### config.mk
export PLATFORM = sky130hd
export DESIGN_NAME = cpu_step_ctrl
export DESIGN_NICKNAME = d
export VERILOG_FILES = /design/src/rtl/cpu_step_ctrl.sv
export SDC_FILE = /design/constraint.sdc
export NUM_CORES = 1
export LEC_CHECK = 0
export BUFFER_PORTS_ARGS = -buffer_cell sky130_fd_sc_hd__buf_2
export CORE_ASPECT_RATIO = 0.8
export CORE_MARGIN = 5
export CORE_UTILIZATION = 29
export DETAILED_ROUTE_END_ITERATION = 8
export GPL_TIMING_DRIVEN = 1
export PLACE_DENSITY = 0.57
export SYNTH_ARGS = -nofsm -noshare
export SYNTH_HDL_FRONTEND = slang
export SYNTH_SLANG_ARGS = --single-unit
### constraint.sdc
create_clock -name clk -period 1.6 [get_ports clk]
set_clock_uncertainty 0.05 [all_clocks]
set_input_delay 0.24 -clock clk [delete_from_list [all_inputs] [get_ports clk]]
set_output_delay 0.24 -clock clk [all_outputs]
set_load 0.005 [all_outputs]
### src/rtl/cpu_step_ctrl.sv
// CPU clock-enable generator: free-run at the divided rate, debounced single-step, CPU halt.
// Everything runs in the clk domain. The slow divider output, the button and the switch are synchronized first.
module cpu_step_ctrl #(
  parameter int unsigned DB_CYCLES = 1000000,
  parameter int unsigned DB_W      = 20,
  parameter int unsigned STEP_W    = 16
) (
  input  logic              clk,
  input  logic              rst,
  input  logic              slow_tick_in,
  input  logic              btn_step,
  input  logic              sw_run,
  input  logic              halt_req,
  output logic              cpu_en,
  output logic [STEP_W-1:0] step_count,
  output logic [1:0]        state,
  output logic              btn_clean
);

  typedef enum logic [1:0] {
    STOP      = 2'd0,
    RUN       = 2'd1,
    STEP_WAIT = 2'd2,
    HALT      = 2'd3
  } state_t;

  state_t          state_q;
  logic            tick_s1, tick_s2, tick_prev;
  logic            btn_s1, btn_s2;
  logic            run_s1, run_s2;
  logic            btn_clean_d;
  logic [DB_W-1:0] db_cnt;
  logic            tick_pulse;
  logic            step_req;

  always_ff @(posedge clk) begin
    if (rst) begin
      tick_s1   <= 1'b0;
      tick_s2   <= 1'b0;
      tick_prev <= 1'b0;
      btn_s1    <= 1'b0;
      btn_s2    <= 1'b0;
      run_s1    <= 1'b0;
      run_s2    <= 1'b0;
    end else begin
      tick_s1   <= slow_tick_in;
      tick_s2   <= tick_s1;
      tick_prev <= tick_s2;
      btn_s1    <= btn_step;
      btn_s2    <= btn_s1;
      run_s1    <= sw_run;
      run_s2    <= run_s1;
    end
  end

  assign tick_pulse = tick_s2 & ~tick_prev;

  // A change is accepted only after DB_CYCLES consecutive cycles of disagreement.
  always_ff @(posedge clk) begin
    if (rst) begin
      db_cnt      <= '0;
      btn_clean   <= 1'b0;
      btn_clean_d <= 1'b0;
    end else begin
      btn_clean_d <= btn_clean;
      if (btn_s2 != btn_clean) begin
        if (db_cnt == DB_W'(DB_CYCLES - 1)) begin
          btn_clean <= btn_s2;
          db_cnt    <= '0;
        end else begin
          db_cnt <= db_cnt + 1'b1;
        end
      end else begin
        db_cnt <= '0;
      end
    end
  end

  assign step_req = btn_clean & ~btn_clean_d;

  always_ff @(posedge clk) begin
    if (rst) begin
      state_q <= STOP;
      cpu_en  <= 1'b0;
    end else begin
      cpu_en <= 1'b0;
      case (state_q)
        STOP: begin
          if (run_s2)        state_q <= RUN;
          else if (step_req) state_q <= STEP_WAIT;
        end
        RUN: begin
          if (!run_s2)       state_q <= STOP;
          else if (halt_req) state_q <= HALT;
          else               cpu_en  <= tick_pulse;
        end
        STEP_WAIT: begin
          if (run_s2) begin
            state_q <= RUN;
          end else if (tick_pulse) begin
            cpu_en  <= 1'b1;
            state_q <= STOP;
          end
        end
        HALT: begin
          if (!run_s2) state_q <= STOP;
        end
        default: state_q <= STOP;
      endcase
    end
  end

  always_ff @(posedge clk) begin
    if (rst)         step_count <= '0;
    else if (cpu_en) step_count <= step_count + 1'b1;
  end

  assign state = state_q;

endmodule

# [Yosys cells after proc, flatten, opt, wreduce, memory -nomap -nowiden]
# Index checks and enable logic that the tools add are counted.
[classes] bitwise=5 n_reduce_logical=4 n_mux=13 n_addsub=2 n_shift=0 n_lt_le_gt_ge=0 n_mul=0 eq_ne=9 n_div=0
[op_table] op="$add 20x1->20 const B" count=1
[op_table] op="$eq 20x20->1 const B" count=1
[op_table] op="$add 16x1->16 const B" count=1
[op_table] op="$mux 2" count=7
[op_table] op="$ne 3x3->1 const B" count=3
[op_table] op="$pmux 2 s4" count=1
[op_table] op="$eq 2x2->1 const B" count=2
[op_table] op="$mux 1" count=4
[op_table] op="$reduce_and 4->1" count=1
[op_table] op="$not 1->1" count=3
[op_table] op="$reduce_or 3->1" count=1
[op_table] op="$and 1x1->1" count=2
[op_table] op="$eq 2x1->1 const B" count=1
[op_table] op="$logic_not 2->1" count=1
[op_table] op="$ne 2x2->1 const B" count=1
[op_table] op="$pmux 1 s2" count=1
[op_table] op="$reduce_and 2->1" count=1
[op_table] op="$ne 1x1->1" count=1
[totals] reg_bits=48 word_cells=46 ramBits=0 n_memories=0 inputBits=6 romBits=0 latch_bits=0 output_inout_bits=20

# [Depth between registers and ports, before layout]
# Gate-level depths: netlist of the first run.
[depth] depth_word=5 depth_mapped=6 depth_no_buf=6

# [Least setup slack after synthesis of the first run]
# OpenSTA, ideal clock, no wires.
[synth_timing] path_kind="register to register" startpoint="register state_q[1], in the netlist state[1]" endpoint="register state_q[1], in the netlist state[1]" path_buffers=0 t_required_ps=1459 setup_time_ps=91 path_slack_ps=-30 t_arrival_ps=1489 stages_incl_launch_ff=6 synth_period_minus_slack_ps=1630 path_cell_list="dfxtp_1 -> inv_1 -> ha_1 -> nor2b_1 -> or3b_2 -> a311oi_1"
[synth_between] elab_chain_cells=3 elab_cells_between_ends=10 cone_classes="eq/ne: 7; mux: 1; reduce/logical: 2"
[synth_lines] element="start: declaration" line="27" source="state_t state_q;"
[synth_lines] element="start signal: assignment" line="83" source="state_q <= STOP;"
[synth_lines] element="start signal: assignment" line="89" source="if (run_s2) state_q <= RUN;"
[synth_lines] element="start signal: assignment" line="90" source="else if (step_req) state_q <= STEP_WAIT;"
[synth_lines] element="$eq 2x2->1, or another cell as far along" line="87" source="case (state_q)"
[synth_lines] element="$ne 3x3->1 (no line) / $ne 2x2->1 (equally long branches)"
[synth_lines] element="$reduce_and 4->1 (no line)"
# Parallel ways exist; a longest one is shown, timed or not.
# A chain may end at the register's enable or synchronous reset.

# [Worst setup path in the final report of the first run]
[layout_timing] startpoint="register step_count[9]" endpoint="register step_count[15]"
[layout_between] elab_chain_cells=1
[layout_lines] element="start: declaration" line="15" source="output logic [STEP_W-1:0] step_count,"
[layout_lines] element="start signal: assignment" line="115" source="else if (cpu_en) step_count <= step_count + 1'b1;"
[layout_lines] element="$add 16x1->16" line="115"
# Every way passes these cells.

==> results of run 1 <==
## cell families (layout without fill, tap and decap cells)
family	count (synthesis)	count (layout)	share of synthesized area [%]
AND/OR/NAND/NOR	106	106	28.0
flip-flops	48	48	45.6
XOR/XNOR	26	26	10.8
AO/OA/AOI/OAI	22	22	6.17
buffers and inverters	17	78	3.38
adder cells (fa/ha/maj)	7	7	4.15
multiplexers	4	4	1.96
## how the worst max path moves through the flow
stage,slack (ps),depth (start not counted),to,start
after global placement,30,4,state[1]$_SDFFE_PP0P_,state[0]$_SDFFE_PP0P_
after floorplan,10,5,state[1]$_SDFFE_PP0P_,state[1]$_SDFFE_PP0P_
after detailed placement,7,5,db_cnt[15]$_SDFF_PP0_,db_cnt[18]$_SDFF_PP0_
after global routing,-10,3,step_count[15]$_SDFFE_PP0P_,step_count[9]$_SDFFE_PP0P_
after CTS,-5,4,btn_clean$_SDFFE_PP0P_,db_cnt[18]$_SDFF_PP0_
final,50,3,step_count[15]$_SDFFE_PP0P_,step_count[9]$_SDFFE_PP0P_
## metal layers
metal	vias to the layer above	share of wire, %	track usage (%)
li1	920	-	-
met1	792	51	13.9
met2	22	44	14.8
met3	2	3.7	2.08
met4	0	1.1	3.69
met5	-	0	0
## layout by cell type, fill, tap and decap left out, types with 8 or more instances in the layout
| cell type | synthesis | routed |
|---|---|---|
| dfxtp_2 | 0 | 10 |
| nand4_1 | 12 | 12 |
| xor2_1 | 16 | 16 |
| nor2b_1 | 10 | 10 |
| buf_4 | 1 | 36 |
| xnor2_1 | 10 | 10 |
| dfxtp_1 | 48 | 37 |
| buf_2 | 3 | 25 |
| a21oi_1 | 10 | 8 |
| nor2_1 | 31 | 31 |
| nand2_1 | 11 | 11 |
## what timing repair did
action | in CTS | in global routing
gates resized for setup | 4 | 20
pin swaps | 0 | 2
setup endpoints to repair | 10 | 24
## critical path, delay by kind of cell (launching register included)
kind             cells  cell delay [ps]
flip-flops           1              380
AND/OR/NAND/NOR      2              640
multiplexers         1              370
## registers in the layout, indices dropped and copies added (netlist names)
register / cells
run_s1: 1
btn_clean_d: 1
cpu_en: 1
btn_clean: 1
btn_s2: 1
btn_s1: 1
state: 2
step_count: 16
tick_prev: 1
db_cnt: 20
tick_s1: 1
run_s2: 1
tick_s2: 1
## cell type report
cell class                      count  area [sq um]  share of cell area, %
Timing Repair Buffer               63           418                   15.2
Clock inverter                      3          42.5                   1.55
Clock buffer                        5          68.8                   2.50
Inverter                            7          26.3                  0.955
Sequential cell                    48           977                   35.5
Multi-Input combinational cell    165          1110                   40.3
Tap cell                           87           109                   3.96
## power by group
part           internal [W]  switching (W)  total [W]
clock network      0.000462       0.000388   0.000851
registers           0.00121     0.00000847    0.00122
logic             0.0000704      0.0000689   0.000139
total               0.00174       0.000466    0.00221
## metrics by stage
stage / setup TNS [ps] / std cells
global route: -15.7 / 378
CTS: -4.94 / 378
floorplan: 0 / 230
detailed placement: 0 / 370
finish: 0 / 378
global placement: 0 / 370
==> summary.txt, run 1 <==
Place
  • HPWL after detailed placement: 3390 um
  • Cell Area, Placed: 0.00258 sq mm
  • Post-place setup slack: 6.95 ps
  • IO buf count: 25
  • Gpl congestion: roughly 0.75

Global route
  • Initial antenna violation count: 0
  • First-pass GRT wire length: between 7000 and 8000 um
  • Largest net degree at the start of global routing: 16
  • Vias in the first global route: about 1600
  • Total gr overflow: 0
  • Total track usage: 9.85%

Min path
  • HP Class: in -> reg
  • Hold_sp: slow_tick_in
  • Hold-critical path depth: 2
  • WHS Endpoint: tick_s1$_SDFF_PP0_

STA
  • Fin crit period: around 1500 ps
  • Relative slew margins: 76.2%
  • Final Max Tran Viols: 0
  • RSZ-0062 raised after global routing: true
  • Worst slew pin tran: ~350 ps
  • Fmax: 646 MHz
  • Final Hold Viols: 0
  • Final setup margin: about 51 ps
  • WHS: 110 ps
  • Final period util: 96.8%
  • Final setup vio count: 0

Floorplanning
  • DIE HEIGHT: 86.3 um
  • Core area: 0.00699 sq mm
  • Die ar.: 0.00909 sq mm
  • Die X: between 100 and 150 um
  • Row count: 27
  • Initial core utilization: 30.2%
  • I/O pins: 26

Final layout
  • Post-Route Utilization: 39.3%
  • FILL cells: 702
  • Share of cells above drive strength 1: 33.0%
  • Final #Nets: 303
  • Design area: 0.00275 sq mm
  • P&R area growth vs syn: 30.4%
  • Ant diodes: 0

Detailed routing
  • Routed Antenna Nets: 0
  • Drc violations: 0
  • Drt via density: 4.59
  • DRT iter0 DRCs: 80
  • DRT Pass-1 Iters: 4
  • Wire length per cell: 11.6 um
  • Wirelength, routed: 4370 um
  • Vias: 1736

Worst setup path
  • CP max FO: 6
  • RR Endpoint: step_count[15]$_SDFFE_PP0P_
  • Slowest Stage Delay on Critical Path: 390 ps
  • Crit path cell chain: nand4_1 -> nor4_1 -> mux2_2
  • Arrival time at the worst endpoint: 1680 ps
  • Reg2Reg Setup Slack: 50 ps
  • Worst reg2reg startpoint: step_count[9]$_SDFFE_PP0P_
  • Reg2Reg Depth: 3
  • Slowest CP cell: nor4_1
  • CP startpoint kind: flip-flop
  • Critical path class: reg -> reg
  • CP Capture Type: flip-flop
  • Critical path required time: between 1500 and 2000 ps

Synth
  • Avg Cell Area, Syn: 9.17 sq um
  • Ys flop type: dfxtp_1
  • Main area contributors after synthesis: dfxtp_1 (46%), xor2_1 (6.6%), nor2_1 (5.5%)
  • Most instantiated cells after synthesis: dfxtp_1 (48), nor2_1 (31), xor2_1 (16)
  • Largest area contributor in the netlist: dfxtp_1
  • Post-synth cell types: 37
  • Yosys reg bits: 48
  • Synth Instances: 230
  • Synth top area share: between 40% and 50%
  • Sequential fraction of the synthesis area: between 40% and 50%
  • Syn_nets: about 240
  • Yosys warning total: 0
  • Count leader, synth: dfxtp_1
  • Synth Cell Area: approximately 0.0021 sq mm
  • Post-synth ARST share: 0%
  • Post-synth EDFFs: 0

Clock network
  • Setup Buffers After CTS: 0
  • CTS clk-pin slew, worst paths: 90 ps
  • CTS tree: done
  • Hold-fix buffers at CTS: 0
  • Root Driver: clkbuf_8
  • Clock buffer depth: 2
  • Num CTS Buffers: 5
  • Clock latency on the worst-skew pair: approximately 290 ps
  • Clk sinks: 48
  • H-tree Lvls: 2

Flow run
  • Max-cap viol count: 0

Power
  • Leakage: between 1 and 1.5 nW
  • Power density over the cells: around 800 mW/mm^2
  • Power Total: 0.00221 W
  • Worst ir drop on vdd: about 570 uV

Outcome
  • Status: completed
(Power assumes the default switching activity.)
==> run 2: changes to the inputs <==
--- a/config.mk
+++ b/config.mk
@@ -10,7 +10,7 @@
 export CORE_MARGIN = 5
 export CORE_UTILIZATION = 29
 export DETAILED_ROUTE_END_ITERATION = 8
-export GPL_TIMING_DRIVEN = 1
+export GPL_TIMING_DRIVEN = 0
 export PLACE_DENSITY = 0.57
 export SYNTH_ARGS = -nofsm -noshare
 export SYNTH_HDL_FRONTEND = slang
==> run 2 against run 1 <==
  * Sequential share of layout area is 0.82 points higher
  * Global-route usage up 0.24 points
  * Critical path depth rose by 2
  * Sequential power about the same
  * Highest routed layer unchanged
  * Clock power down 11%
  * Setup slack got worse by 57 ps
  * Register-to-register slack got worse by 60 ps
  * Utilization rose by 0.20 points
  * First-iteration DRC count decreased by 25%
  * Power down 4.8%
  * The run now ends with negative setup slack left
==> summary.txt, run 2 (same netlist as run 1, synthesis figures left out) <==
STA
  • Final period util: 100% (was 96.8%)
  • Fmax: 623 MHz (was 646 MHz)
  • Worst slew pin tran: 466 ps (was 352 ps)
  • Final Hold Viols: 0 (unchanged)
  • Setup TNS: -15.8 ps (was 0 ps)
  • Relative slew margins: 68.9% (was 76.2%)
  • RSZ-0062 raised after global routing: true (unchanged)
  • Fin crit period: 1610 ps (was 1550 ps)
  • Final Max Tran Viols: 0 (unchanged)
  • Final setup vio count: 4 (was 0)
  • Final setup margin: -6.11 ps (was 51.2 ps)
  • WHS: 102 ps (was 110 ps)

Clock network
  • Num CTS Buffers: 5 (unchanged)
  • Clock buffer depth: 2 (unchanged)
  • CTS tree: done (unchanged)
  • CTS clk-pin slew, worst paths: 90 ps (about the same)
  • H-tree Lvls: 2 (unchanged)
  • Hold-fix buffers at CTS: 0 (unchanged)
  • Clock latency on the worst-skew pair: 300 ps (was 290 ps)
  • Clk sinks: 48 (unchanged)
  • Root Driver: clkbuf_8 (unchanged)

Place
  • IO buf count: 25 (unchanged)
  • Post-place setup slack: -178 ps (was 6.95 ps)
  • HPWL after detailed placement: 2990 um (was 3390 um)
  • Cell Area, Placed: 0.00234 sq mm (was 0.00258 sq mm)
  • Gpl congestion: 0.773 (was 0.748)

Detailed routing
  • Wire length per cell: 12.5 um (was 11.6 um)
  • DRT iter0 DRCs: 60 (was 80)
  • Routed Antenna Nets: 0 (unchanged)
  • Drc violations: 0 (unchanged)
  • DRT Pass-1 Iters: 4 (unchanged)
  • Vias: 1745 (was 1736)
  • Drt via density: 4.82 (was 4.59)
  • Wirelength, routed: 4520 um (was 4370 um)

Worst setup path
  • Critical path required time: 1740 ps (about the same)
  • Critical path class: reg -> reg (unchanged)
  • CP max FO: 6 (unchanged)
  • CP startpoint kind: flip-flop (unchanged)
  • Arrival time at the worst endpoint: 1740 ps (was 1680 ps)
  • CP Capture Type: flip-flop (unchanged)
  • Reg2Reg Depth: 5 (was 3)

Final layout
  • Commonest cells after routing, fill and taps aside: dfxtp_1 (29), buf_2 (25), nor2_1 (21) (was dfxtp_1 (37), buf_4 (36), nor2_1 (31))
  • FILL cells: 682 (was 702)
  • Register area: 0.00100 sq mm (was 977 sq um)
  • Multi-input gate area: 0.00122 sq mm (was 0.00111 sq mm)
  • Final #Nets: 287 (was 303)
  • Top reg by flops: db_cnt (unchanged)
  • Max reg flops: 20 (unchanged)
  • Ant diodes: 0 (unchanged)
  • Design area: 0.00277 sq mm (was 0.00275 sq mm)
  • Most common cell after layout, fill and taps aside: dfxtp_1 (unchanged)
  • Share of cells above drive strength 1: 37.1% (was 33.0%)
  • P&R area growth vs syn: 31.1% (was 30.4%)

Floorplanning
  • Die ar.: 0.00909 sq mm (unchanged)
  • I/O pins: 26 (unchanged)
  • Initial core utilization: 30.2% (unchanged)
  • DIE HEIGHT: 86.3 um (unchanged)
  • Core area: 0.00699 sq mm (unchanged)
  • Die X: 105 um (unchanged)
  • Row count: 27 (unchanged)

Global route
  • Total gr overflow: 0 (unchanged)
  • Largest net degree at the start of global routing: 16 (unchanged)
  • Total track usage: 10.1% (was 9.85%)
  • Vias in the first global route: 1602 (was 1632)
  • Initial antenna violation count: 0 (unchanged)
  • First-pass GRT wire length: 7510 um (was 7450 um)

Flow run
  • Max-cap viol count: 0 (unchanged)

Power
  • Power density over the cells: 760 mW/mm^2 (was 802 mW/mm^2)
  • Leakage: 0.966 nW (was 1.06 nW)
  • Worst ir drop on vdd: 429 uV (was 574 uV)

Min path
  • HP Class: in -> reg (unchanged)
  • Hold-critical path depth: 2 (unchanged)

Outcome
  • Status: complete, but fails checks (was completed)
  • Failing checks: negative setup slack
run 2: cell count changes in the layout (fill, tap and decap cells not counted), sizes merged:
cell and delta:
clkinv -1, clkbuf +3, buf -18, bufinv -1, clkinvlp +1
run 2: critical path: stages (launching register included):
cell	delay, ps
dfxtp_4	370
nor4_1	280
nand4_1	270
o21ai_4	310
buf_6	170
nor2_1	40
run 2: final cells by class:
class | instances | area share (%)
clock inverter | 2 | 0.543
multi-input combinational | 165 | 44.2
tap | 87 | 3.94
inverter | 7 | 0.950
buffer | 7 | 2.04
timing repair buffer | 40 | 9.00
sequential | 48 | 36.3
clock buffer | 6 | 2.99
run 2: final timing paths:
| path | to | start | slack (ps) |
|---|---|---|---|
| max | db_cnt[0]$_SDFF_PP0_ | db_cnt[10]$_SDFF_PP0_ | -6 |
| min | tick_s1$_SDFF_PP0_ | slow_tick_in | 100 |
| max reg2reg | db_cnt[0]$_SDFF_PP0_ | db_cnt[10]$_SDFF_PP0_ | -6 |
| min reg2reg | btn_s2$_SDFF_PP0_ | btn_s1$_SDFF_PP0_ | 380 |
run 2: routing by layer:
metal  GRT usage (%)  up-vias  share of wire, %  wire (um)
met5               0        -                 0          0
met4            4.29        0               1.2         52
met3            2.31        6               2.7        123
met2            16.4       28                48       2180
met1            12.9      825                48       2160
li1                -      886                 -          -
run 2: timing repair:
| action | 4_1_cts | 5_1_grt |
|---|---|---|
| setup endpoints to repair | 27 | 26 |
| resized for setup | 25 | 48 |
| buffers inserted | 5 | 8 |
| pin swaps | 4 | 11 |
| cloned | 2 | 0 |
run 2: power breakdown:
group	leakage [nW]	internal [W]	total [W]	switching, W
Sequential	0.400	0.00120	0.00121	0.00000940
Combinational	0.523	0.0000630	0.000134	0.0000711
Clock	0.0434	0.000350	0.000761	0.000411
Total	0.966	0.00161	0.00210	0.000491
run 2: metrics by stage:
stage,total power [W],std cells,util [%]
after floorplan,0.00132,230,-
after detailed placement,0.00136,342,33.5
after global routing,0.00220,362,39.5
after global placement,0.00136,342,33.5
after CTS,0.00213,354,36.4
final,0.00210,362,39.5
==> run 3: changes to the inputs <==
--- a/config.mk
+++ b/config.mk
@@ -5,6 +5,7 @@
 export SDC_FILE = /design/constraint.sdc
 export NUM_CORES = 1
 export LEC_CHECK = 0
+export ABC_AREA = 1
 export BUFFER_PORTS_ARGS = -buffer_cell sky130_fd_sc_hd__buf_2
 export CORE_ASPECT_RATIO = 0.8
 export CORE_MARGIN = 5
==> run 3 against run 2 <==
  * The flow now finishes without violations
  * Global-route usage increased by 0.21 points
  * Sequential share of layout area decreased by 0.69 points
  * Die area increased by 7.5%
  * Flip-flop and latch count unchanged
  * Wire length increased by 6.4%
==> summary.txt, run 3 <==
STA
  • Final Max Tran Viols: 0 (unchanged)
  • WHS: 82.8 ps (was 102 ps)
  • Final period util: 92.3% (was 100%)
  • Relative slew margins: 64.2% (was 68.9%)
  • Final Hold Viols: 0 (unchanged)
  • Fmax: 677 MHz (was 623 MHz)
  • Setup TNS: 0 ps (was -15.8 ps)
  • Worst slew pin tran: 537 ps (was 466 ps)
  • Final setup vio count: 0 (was 4)
  • Fin crit period: 1480 ps (was 1610 ps)
  • RSZ-0062 raised after global routing: false (was true)

Synth
  • Synth Cell Area: 0.00229 sq mm (was 0.00211 sq mm)
  • Post-synth ARST share: 0% (unchanged)
  • Yosys warning total: 0 (unchanged)
  • Post-synth cell types: 28 (was 37)
  • Synth Instances: 323 (was 230)
  • Syn_nets: 336 (was 243)
  • Most instantiated cells after synthesis: nor2_1 (72), nand2_1 (65), dfxtp_1 (48) (was dfxtp_1 (48), nor2_1 (31), xor2_1 (16))
  • Count leader, synth: nor2_1 (was dfxtp_1)
  • Sequential fraction of the synthesis area: 42.0% (was 45.6%)
  • Ys flop type: dfxtp_1 (unchanged)
  • Main area contributors after synthesis: dfxtp_1 (42%), nor2_1 (12%), nand2_1 (11%) (was dfxtp_1 (46%), xor2_1 (6.6%), nor2_1 (5.5%))
  • Post-synth EDFFs: 0 (unchanged)
  • Synth top area share: 42.0% (was 45.6%)
  • Avg Cell Area, Syn: 7.08 sq um (was 9.17 sq um)
  • Largest area contributor in the netlist: dfxtp_1 (unchanged)
  • Yosys reg bits: 48 (unchanged)

Detailed routing
  • DRT iter0 DRCs: 97 (was 60)
  • Wirelength, routed: 4810 um (was 4520 um)
  • Vias: 2017 (was 1745)
  • Drc violations: 0 (unchanged)
  • Drt via density: 4.35 (was 4.82)
  • Wire length per cell: 10.4 um (was 12.5 um)
  • DRT Pass-1 Iters: 4 (unchanged)
  • Routed Antenna Nets: 0 (unchanged)

Final layout
  • P&R area growth vs syn: 18.4% (was 31.1%)
  • Commonest cells after routing, fill and taps aside: nor2_1 (71), nand2_1 (65), dfxtp_1 (45) (was dfxtp_1 (29), buf_2 (25), nor2_1 (21))
  • Most common cell after layout, fill and taps aside: nor2_1 (was dfxtp_1)
  • FILL cells: 846 (was 682)
  • Max reg flops: 20 (unchanged)
  • Top reg by flops: db_cnt (unchanged)
  • Register area: 965 sq um (was 0.00100 sq mm)
  • Ant diodes: 0 (unchanged)
  • Final #Nets: 368 (was 287)
  • Share of cells above drive strength 1: 15.2% (was 37.1%)
  • Multi-input gate area: 0.00116 sq mm (was 0.00122 sq mm)

Worst setup path
  • CP startpoint kind: flip-flop (unchanged)
  • Critical path required time: 1740 ps (about the same)
  • Critical path class: reg -> reg (unchanged)
  • Arrival time at the worst endpoint: 1620 ps (was 1740 ps)
  • CP max FO: 10 (was 6)
  • CP Capture Type: flip-flop (unchanged)

Power
  • Worst ir drop on vdd: 371 uV (was 429 uV)
  • Power density over the cells: 955 mW/mm^2 (was 760 mW/mm^2)
  • Leakage: 1.02 nW (was 0.966 nW)

Global route
  • Initial antenna violation count: 0 (unchanged)
  • First-pass GRT wire length: 7960 um (was 7510 um)
  • Largest net degree at the start of global routing: 17 (was 16)
  • Total track usage: 10.3% (was 10.1%)
  • Total gr overflow: 0 (unchanged)
  • Vias in the first global route: 1809 (was 1602)

Clock network
  • Clock latency on the worst-skew pair: 300 ps (about the same)
  • Root Driver: clkbuf_8 (unchanged)
  • Cts repair resizes: 0 (was 25)
  • Clock buffer depth: 2 (unchanged)
  • Hold-fix buffers at CTS: 0 (unchanged)
  • CTS tree: done (unchanged)
  • Num CTS Buffers: 5 (unchanged)
  • Setup Buffers After CTS: 0 (was 5)
  • H-tree Lvls: 2 (unchanged)
  • CTS clk-pin slew, worst paths: 100 ps (was 90 ps)
  • Clk sinks: 48 (unchanged)

Place
  • HPWL after detailed placement: 3640 um (was 2990 um)
  • Gpl congestion: 0.834 (was 0.773)
  • IO buf count: 25 (unchanged)

Floorplanning
  • DIE HEIGHT: 89.4 um (was 86.3 um)
  • Die ar.: 0.00977 sq mm (was 0.00909 sq mm)
  • Core area: 0.00780 sq mm (was 0.00699 sq mm)
  • Initial core utilization: 29.3% (was 30.2%)
  • I/O pins: 26 (unchanged)
  • Row count: 29 (was 27)
  • Die X: 109 um (was 105 um)

Min path
  • HP Class: in -> reg (unchanged)

Flow run
  • Max-cap viol count: 0 (unchanged)

Outcome
  • Status: completed (was complete, but fails checks)
## run 3: final timing paths
| kind | end | cells past startpoint | slack, ps | startpoint |
|---|---|---|---|---|
| hold / removal | run_s1$_SDFF_PP0_ | 3 | 80 | sw_run |
| hold reg to reg | run_s2$_SDFF_PP0_ | 2 | 360 | run_s1$_SDFF_PP0_ |
| setup reg to reg | db_cnt[18]$_SDFF_PP0_ | 9 | 120 | db_cnt[1]$_SDFF_PP0_ |
| setup / recovery | db_cnt[18]$_SDFF_PP0_ | 9 | 120 | db_cnt[1]$_SDFF_PP0_ |
## run 3: metal layers
layer | wire [um] | share of wire (%) | up-vias | GRT usage, %
met1 | 2560 | 53 | 898 | 14.3
met4 | 94 | 2.0 | 0 | 6.00
met2 | 1980 | 41 | 36 | 14.9
met3 | 172 | 3.6 | 7 | 1.88
met5 | 0 | 0 | - | 0
li1 | - | - | 1076 | -
## run 3: per-stage QoR
| stage | std cells | worst slack [ps] | power (W) | area [sq um] | util (%) |
|---|---|---|---|---|---|
| 2_1_floorplan | 323 | 233 | 0.00148 | 2290 | - |
| 3_3_place_gp | 456 | 88.9 | 0.00155 | 2550 | 32.6 |
| 3_5_place_dp | 456 | 59.3 | 0.00155 | 2550 | 32.6 |
| 4_1_cts | 464 | 28.9 | 0.00261 | 2680 | 34.4 |
| 5_1_grt | 464 | 2.96 | 0.00272 | 2710 | 34.7 |
| 6_report | 464 | 123 | 0.00258 | 2710 | 34.7 |
## run 3: report_power, final
| group | internal, W | total, W | switching [W] |
|---|---|---|---|
| Combinational | 0.000111 | 0.000272 | 0.000161 |
| Sequential | 0.00122 | 0.00125 | 0.0000304 |
| Clock | 0.000629 | 0.00106 | 0.000429 |
## run 3: cells by family (layout without fill, tap and decap cells)
logic type      after synthesis  after routing  synth area share, %
fa+ha+maj                     7              7                 3.83
xor+xnor                     12             12                 4.60
flops                        48             48                 42.0
simple gates                178            178                 33.8
compound gates               33             33                 7.50
buf+inv                      45             78                 8.21
## run 3: cell type report
cell class / count / area share [%]
Inverter: 40 / 5.55
Multi-Input combinational cell: 230 / 42.7
Buffer: 5 / 1.39
Clock inverter: 3 / 2.54
Tap cell: 108 / 4.99
Timing Repair Buffer: 25 / 4.62
Sequential cell: 48 / 35.6
Clock buffer: 5 / 2.54
## run 3: critical path, stage by stage (launching register included)
cell     delay [ps]
dfxtp_1         350
ha_2            220
nand3_4         110
inv_2            80
nand2_2          60
nor2_4          140
nand2_1          70
nand2_2          80
buf_6           150
nor2_1           60
